## config.mk

```make
export PLATFORM = sky130hd
export DESIGN_NAME = muxcont_param
export DESIGN_NICKNAME = d
export VERILOG_FILES = /design/src/rtl/muxcont_param.sv
export SDC_FILE = /design/constraint.sdc
export NUM_CORES = 1
export LEC_CHECK = 0
export CORE_AREA = 2 2 126 128
export CTS_CLUSTER_SIZE = 8
export DETAILED_ROUTE_END_ITERATION = 10
export DIE_AREA = 0 0 128 130
export GPL_ROUTABILITY_DRIVEN = 0
export GPL_TIMING_DRIVEN = 0
export SLEW_MARGIN = 25
export SYNTH_ARGS = -nofsm -noshare
export SYNTH_HDL_FRONTEND = slang
export SYNTH_SLANG_ARGS = --single-unit
```

## constraint.sdc

```tcl
create_clock -name clk -period 6.1 [get_ports clk]
set_clock_uncertainty 0.2 [all_clocks]
set_input_delay 0.61 -clock clk [delete_from_list [all_inputs] [get_ports clk]]
set_output_delay 0.61 -clock clk [all_outputs]
set_load 0.02 [all_outputs]
```

## src/rtl/muxcont_param.sv

```systemverilog
// Output-port mux controller: arbitrates among inputs routed to PORTID and locks the winner until its tail flit.
// Latency: grt is combinational (same cycle as req); sel and busy follow one cycle later.
// Backpressure: a flit transfers only with out_ready; a tail held off by out_ready keeps the lock.
module muxcont_param #(
  parameter int NPORT   = 5,
  parameter int PORTW   = 3,
  parameter int PORTID  = 0,
  parameter int AGEW    = 4,
  parameter int AGE_MAX = 8
) (
  input  logic                   clk,
  input  logic                   rst_,
  input  logic [NPORT*PORTW-1:0] port_vec,
  input  logic [NPORT-1:0]       req,
  input  logic [NPORT-1:0]       mcast,
  input  logic [NPORT-1:0]       tail,
  input  logic                   out_ready,
  output logic [NPORT-1:0]       grt,
  output logic [NPORT-1:0]       sel,
  output logic                   busy
);

  localparam int PTRW = (NPORT > 1) ? $clog2(NPORT) : 1;
  localparam logic [AGEW-1:0] AGE_LIM = AGEW'(AGE_MAX);
  localparam logic [AGEW-1:0] AGE_SAT = '1;
  localparam logic [PTRW-1:0] LAST_IDX = PTRW'(NPORT - 1);

  typedef enum logic {S_IDLE, S_LOCKED} state_e;

  state_e           state_q, state_d;
  logic [NPORT-1:0] owner_q, owner_d;
  logic [NPORT-1:0] sel_q;
  logic [PTRW-1:0]  rr_m_q, rr_m_d;
  logic [PTRW-1:0]  rr_u_q, rr_u_d;
  logic [AGEW-1:0]  age_q, age_d;

  logic [NPORT-1:0] match, m_req, u_req, arb;
  logic             use_m, use_u, adopt, owner_live, xfer;
  logic [PTRW-1:0]  arb_idx;

  // Round-robin search: first set bit at or after pointer p, wrapping to 0.
  function automatic logic [PTRW-1:0] rr_pick(input logic [NPORT-1:0] r,
                                               input logic [PTRW-1:0]  p);
    logic [PTRW-1:0] win;
    logic [PTRW-1:0] idx_w;
    int              idx;
    win = '0;
    // Scan from the farthest candidate down so the closest one to p wins last.
    for (int k = NPORT - 1; k >= 0; k--) begin
      idx   = (int'(p) + k) % NPORT;
      idx_w = PTRW'(idx);
      if (r[idx_w]) win = idx_w;
    end
    return win;
  endfunction

  function automatic logic [PTRW-1:0] ptr_next(input logic [PTRW-1:0] idx);
    return (idx == LAST_IDX) ? '0 : idx + 1'b1;
  endfunction

  // Destination filter: only inputs routed to this output port take part.
  always_comb begin
    match = '0;
    for (int i = 0; i < NPORT; i++) begin
      match[i] = req[i] && (port_vec[i*PORTW +: PORTW] == PORTW'(PORTID));
    end
  end

  // Class selection (multicast first unless unicast has aged out) and round-robin winner.
  always_comb begin
    m_req   = match & mcast;
    u_req   = match & ~mcast;
    use_m   = (|m_req) && (age_q < AGE_LIM);
    use_u   = !use_m && (|u_req);
    arb_idx = use_m ? rr_pick(m_req, rr_m_q) : rr_pick(u_req, rr_u_q);
    arb     = '0;
    if (use_m || use_u) arb[arb_idx] = 1'b1;
  end

  // Grant selection and next-state: lock hold, owner withdrawal, new lock, tail release.
  always_comb begin
    state_d    = state_q;
    owner_d    = owner_q;
    rr_m_d     = rr_m_q;
    rr_u_d     = rr_u_q;
    age_d      = age_q;
    grt        = '0;
    adopt      = 1'b0;
    owner_live = |(owner_q & match);

    if (state_q == S_LOCKED && owner_live) begin
      grt = owner_q;
    end else begin
      grt   = arb;
      adopt = |arb;
    end

    // Reset drops any lock immediately, so nothing may be granted meanwhile.
    if (rst_) begin
      grt   = '0;
      adopt = 1'b0;
    end

    xfer = (|(grt & match)) && out_ready;

    if (adopt) begin
      state_d = S_LOCKED;
      owner_d = arb;
      if (use_m) begin
        rr_m_d = ptr_next(arb_idx);
        if (|u_req) age_d = (age_q == AGE_SAT) ? age_q : age_q + 1'b1;
      end else begin
        rr_u_d = ptr_next(arb_idx);
        age_d  = '0;
      end
    end else if (state_q == S_LOCKED && !owner_live) begin
      state_d = S_IDLE;
      owner_d = '0;
    end

    // A transferred tail ends the packet and overrides every other transition.
    if (xfer && (|(grt & tail))) begin
      state_d = S_IDLE;
      owner_d = '0;
    end
  end

  // State, pointers, age and the crossbar select register.
  always_ff @(posedge clk) begin
    if (rst_) begin
      state_q <= S_IDLE;
      owner_q <= '0;
      sel_q   <= '0;
      rr_m_q  <= '0;
      rr_u_q  <= '0;
      age_q   <= '0;
    end else begin
      state_q <= state_d;
      owner_q <= owner_d;
      sel_q   <= grt;
      rr_m_q  <= rr_m_d;
      rr_u_q  <= rr_u_d;
      age_q   <= age_d;
    end
  end

  assign sel  = sel_q;
  assign busy = (state_q == S_LOCKED);

endmodule

```

==> flow_summary.toml, run 1 <==
[clocking]
cts.sinks = 21
clk_pin_slew_ns = 0.06
htreeDepth = 1
cts-buffers-inserted = 3
cts-root-buf = "clkbuf_16"
insertion_delay_ns = 0.25
postCtsHoldBufs = 0
clockBufferDepth = 2
cts_tree = "yes"

[grt]
grt_start_max_net_pins = 15
antenna_found_initial = 0
grtUsageMet1_pct = 23.1
use_met2_pct = 26.7
use_met3_pct = 1.31
grt_pass1_vias = 4569
grt_pass1_wl_um = 22500
busiest_layer = "met2"
grt_use_total_pct = 16.2
grt_overflow = 0

[layout]
num-fill-cells = 1667
fin_area_um2 = 5410
syn2layout_area_growth_pct = 20.2
stdcell_count = 855
drive_gt1_share_pct = 15.5
nets = 737
num_antenna_cells = 0

[logic_synthesis]
syn_inst = 609
syn-cell-area_um2 = 4500
synth-seq-cells = 21
yosys.area.top_type = "ha_1"
postSynth.asyncResetShare_pct = 0
synth.distinct_cells = 89
synthTopCellsByArea = "ha_1 11%, dfxtp_1 9.3%, a21oi_1 5.4%"
synth_area_per_cell_um2 = 7.39
synth_top_cell_area_share_pct = 11.1
yosys_most_used_dff = "dfxtp_1"
synth-edff-count = 0
synth_seq_area_share_pct = 9.34
synth_nets = 682
yosysWarnings = 0

[placement]
hpwlAfterDp_um = 10700
place_area_um2 = 5150
dp_slack_ns = -0.915
numPortBuffers = 41
placed_cells = 842

[worst_hold_path]
hold_path_class = "reg -> reg"

[setup_path]
critPathRequiredTime_ns = 5.29
worstSetupPathType = "reg -> out"
cp-start-kind = "flop"
critPathCaptureType = "primary output"
cp.arrival_ns = 5.00
crit_path_max_fanout = 13

[die]
start_util_pct = 29.2
num_rows = 46
dieArea_um2 = 16600
pin_count = 44
core_region_area_um2 = 15400
die_w_um = 128
die_y_um = 130

[detailed_routing]
routed_wirelength_um = 13800
drt_pass1_iterations = 6
drt-initial-drc-count = 401
route.detailed.drc = 0
via_count = 4896
drtAntennaViolNets = 0
routedWlPerCell_um = 16.1
vias_per_cell = 5.73

[timing]
layout_min_cycle_time_ns = 5.81
fmax_mhz = 172
rsz0062_at_grt = "no"
whs_ns = 0.293
worst_slew_pin_slew_ns = 0.805
finalSetupViolCount = 0
maxSlewViolCount = 0
fin_crit_sh_pct = 95.2
worst_slack_ns = 0.294
finalHoldViolCount = 0
maxSlewHeadroom_pct = 45.8

[job]
maxCapViolCount = 0

[power_and_ir_drop]
peakVddDrop_mv = 0.0959
p_per_area_nw_per_um2 = 149
power_leakage_nw = 2.10

[run_status]
status = "complete, no violations"
-- layout make-up --
class | instances | area, µm² | share of cell area, %
multi-input combinational | 526 | 3930 | 72.6
timing repair buffer | 51 | 464 | 8.57
sequential | 21 | 428 | 7.90
tap | 192 | 240 | 4.44
buffer | 27 | 139 | 2.57
inverter | 34 | 131 | 2.43
clock buffer | 3 | 75.1 | 1.39
clock inverter | 1 | 5.00 | 0.0924
-- flip-flops by register name, summed over array words and instances, names as in the netlist --
| name | flops |
|---|---|
| owner_q | 5 |
| rr_u_q | 3 |
| rr_m_q | 3 |
| sel | 5 |
| age_q | 4 |
| busy | 1 |
-- placed cells by master, fill, tap and decap left out, types with 5 or more instances in the layout --
master / instances
a22oi_1: 8
and3_1: 7
a21oi_2: 5
nand4_1: 5
o22ai_1: 6
or3_1: 7
a21oi_1: 47
nor2b_1: 13
clkbuf_2: 5
nor4_1: 6
ha_1: 38
o21ai_1: 5
nand3b_1: 6
or4_1: 6
nor2_1: 48
clkbuf_1: 14
dfxtp_1: 17
a211oi_1: 10
and2_1: 13
o211ai_1: 7
nand3_1: 21
o21ai_0: 24
a31oi_1: 7
inv_1: 27
nor3_1: 9
o31ai_1: 5
xnor2_1: 13
o211a_1: 5
inv_2: 5
buf_4: 11
buf_2: 8
mux2i_1: 23
clkdlybuf4s50_1: 36
mux2_2: 10
nand2b_1: 8
nand2_1: 56
-- critical path, stage by stage, from the launching register on --
cell,delay (ns)
dfxtp_2,0.37
buf_6,0.17
inv_4,0.17
ha_1,0.26
inv_1,0.08
ha_1,0.26
buf_2,0.18
nand2b_1,0.19
ha_1,0.30
nor2b_2,0.17
a21oi_2,0.12
a21oi_2,0.15
mux2_1,0.33
a22oi_1,0.23
and3_1,0.23
a221oi_1,0.09
o41ai_2,0.35
o32a_2,0.30
clkinv_2,0.15
nor2_1,0.19
nand2_1,0.09
a21oi_1,0.16
clkbuf_2,0.19
-- path summary, 6_finish.rpt --
kind             start    endpoint  slack [ns]  cells past startpoint
max          rr_m_q[0]      grt[1]        0.29                     22
min           age_q[2]    age_q[2]        0.29                      2
max reg2reg  rr_m_q[0]  owner_q[1]        0.87                     20
min reg2reg   age_q[2]    age_q[2]        0.29                      2
-- what timing repair did --
item,CTS,global route
pin swaps,2,2
resized for setup,22,27
setup endpoints to repair,11,5
buffers inserted,5,5
-- through the flow --
step | TNS, ns | utilization (%) | power [mW]
floorplan | 0 | - | 0.502
global placement | -4.50 | 33.4 | 0.629
detailed placement | -3.94 | 33.4 | 0.628
CTS | -0.00243 | 34.4 | 0.786
global route | 0 | 35.1 | 0.863
finish | 0 | 35.1 | 0.804
-- Yosys cell counts, drive strengths merged, types with 11 or more instances --
library cell	instances
nand2	59
a21oi	52
nor2	48
ha	40
inv	33
o21ai	29
mux2i	23
dfxtp	21
nand3	21
clkbuf	17
nor2b	15
a211oi	14
xnor2	14
and2	13
nor3	12
buf	11
mux2	11
-- layer usage --
| metal | part of all wire (%) | wire length, µm | vias to the layer above |
|---|---|---|---|
| li1 | - | - | 2421 |
| met1 | 48 | 6570 | 2272 |
| met2 | 44 | 6100 | 184 |
| met3 | 6.6 | 909 | 19 |
| met4 | 1.3 | 176 | 0 |
| met5 | 0 | 0 | - |
-- cells by family (layout without fill, tap and decap cells) --
logic type               count (synthesis)  count (layout)  synth area share, %
AND/OR/NAND/NOR                        236             236                 29.2
AO/OA/AOI/OAI                          197             197                 32.1
buffers and inverters                   62             116                 5.72
adder cells (fa/ha/maj)                 41              41                 11.3
multiplexers                            37              37                 9.36
flip-flops                              21              21                 9.34
XOR/XNOR                                15              15                 2.92
-- report_power, final --
| part | switching, mW | internal [mW] |
|---|---|---|
| clock network | 0.0503 | 0.0880 |
| logic | 0.290 | 0.213 |
| registers | 0.0150 | 0.148 |
| total | 0.355 | 0.449 |
Note: power is estimated with default switching activity, not from simulation.
==> run 2, diff against run 1 <==
Settings changed: HOLD_SLACK_MARGIN set to 0.08.
Clock period 6.1 ns to 4.8 ns, I/O delays scaled along.
==> flow_summary.toml, run 2 (synthesized netlist as in run 1, its figures left out) <==
[layout]
fin_area_um2 = 7000
drive_gt1_share_pct = 39.0
layout_common_cells = "88 x buf_4, 50 x nand2_1, 44 x nor2_1"
num_antenna_cells = 0
final_common_cell = "buf_4"
syn2layout_area_growth_pct = 55.4
stdcell_count = 939
nets = 821

[die]
die_y_um = 130
start_util_pct = 29.2
die_w_um = 128
pin_count = 44
dieArea_um2 = 16600
core_region_area_um2 = 15400
num_rows = 46

[power_and_ir_drop]
peakVddDrop_mv = 0.163
power_leakage_nw = 2.65
p_per_area_nw_per_um2 = 188

[worst_hold_path]
hold_path_class = "reg -> reg"
hp-start = "age_q[2]"
min_path_cells = 2
holdPathEnd = "age_q[2]"

[timing]
worst_slack_ns = -0.165
rsz0062_at_grt = "yes"
fmax_mhz = 201
finalSetupViolCount = 5
finalHoldViolCount = 0
layout_min_cycle_time_ns = 4.96
worst_slew_pin_slew_ns = 1.06
fin_tns_setup_ns = -0.563
fin_crit_sh_pct = 103
maxSlewHeadroom_pct = 28.1
maxSlewViolCount = 0

[setup_path]
critPathCaptureType = "primary output"
cp_num_buf_inv = 6
cp-start-kind = "flop"
r2r_slack_ns = 0.08
worst-r2r-cell-count = 20
cp_cell_sequence = "buf_8 > inv_6 > ha_4 > inv_4 > ha_4 > nand2b_4 > ha_4 > nor2b_4 > a21oi_2 > or4_1 > a21oi_2 > nor3_1 > a22o_1 > a211oi_4 > nor4_4 > buf_4 > or2_4 > inv_2 > nand4_1 > a21oi_2 > buf_6"
critPathMaxStageDelay_ns = 0.51
critPathRequiredTime_ns = 4.12
r2r_start = "rr_u_q[0]"
cpLargestDelayFamily = "simple AND/OR/NAND/NOR gates"
cp.arrival_ns = 4.28
crit_path_max_fanout = 6
rr_endpoint = "busy"
crit_slowest_cell = "or4_1"
worstSetupStartpoint = "rr_u_q[0]"
worstSetupPathType = "reg -> out"

[detailed_routing]
drt-initial-drc-count = 396
drtAntennaViolNets = 0
drt_pass1_iterations = 5
routedWlPerCell_um = 17.3
route.detailed.drc = 0
via_count = 5401
vias_per_cell = 5.75
routed_wirelength_um = 16300

[clocking]
cts-root-buf = "clkbuf_16"
cts_tree = "yes"
clk_pin_slew_ns = 0.06
htreeDepth = 1
insertion_delay_ns = 0.25
cts.sinks = 21
clockBufferDepth = 2
cts-buffers-inserted = 3

[grt]
grt_start_max_net_pins = 15
grt_pass1_wl_um = 25300
grt_overflow = 0
grt_use_total_pct = 18.3
antenna_found_initial = 0
grt_pass1_vias = 5047

[placement]
place_area_um2 = 5270
hpwlAfterDp_um = 10800
placed_cells = 842
numPortBuffers = 41

[run_status]
violations = "negative setup slack"
status = "complete, but fails checks"

[job]
maxCapViolCount = 0
run 2: cell types whose count changed in the layout (fill, tap and decap cells not counted), sizes merged:
| cell | before | now |
|---|---|---|
| a21o | 3 | 4 |
| buf | 22 | 107 |
| clkbuf | 22 | 21 |
| inv | 33 | 32 |
| clkdlybuf4s15 | 0 | 1 |
| dlygate4sd2 | 1 | 0 |
run 2: report_power, final:
group | switching [mW] | internal [mW]
Combinational | 0.485 | 0.452
Sequential | 0.0179 | 0.187
Clock | 0.0635 | 0.113
run 2: worst max-delay path by stage:
stage | cells after the start | to | slack, ns
after global routing | 20 | grt[2] | -0.34
after CTS | 21 | grt[2] | -0.19
after floorplan | 19 | grt[0] | 0.01
after detailed placement | 19 | grt[1] | -1.27
after global placement | 19 | grt[1] | -1.30
final | 21 | grt[0] | -0.16
run 2: metrics by stage:
stage	setup WS, ns	utilization (%)	hold WS, ns	power (mW)
3_5_place_dp	-1.27	34.2	0.288	0.825
6_report	-0.165	45.4	0.299	1.32
2_1_floorplan	0.0107	-	0.258	0.662
4_1_cts	-0.193	40.4	0.296	1.18
3_3_place_gp	-1.30	34.2	0.282	0.825
5_1_grt	-0.341	45.4	0.349	1.40
run 2: area by class of cell:
class	instances	area, µm²
fill	1495	8430
multi-input combinational	527	4700
timing repair buffer	136	1160
sequential	21	443
tap	192	240
buffer	25	195
inverter	34	178
clock buffer	4	78.8
run 2: repair_timing:
item,CTS,global route
resized for setup,139,92
pin swaps,36,40
cloned,0,1
setup buffers,50,51
hold buffers,0,0
endpoints found under the setup margin,22,18
run 2: worst register-to-register path: cells and delay by family, from the launching register on:
kind            cells  cell delay, ns
compound gates      7            1.52
fa+ha+maj           3            0.64
buf+inv             4            0.43
flops               1            0.36
simple gates        6            1.44
run 2: routing by layer:
metal  global-route usage [%]  vias to the layer above  share of wire, %
met5                        0                        -                 0
met4                     3.94                        0               1.6
met1                     25.1                     2579                45
li1                         -                     2590                 -
met3                     2.21                       30               6.6
met2                     30.9                      202                47
==> run 3, diff against run 2 <==
Settings changed: CAP_MARGIN set to 20.
==> results of run 3 <==
No change in the layout: final DEF, timing and power equal those of run 2.
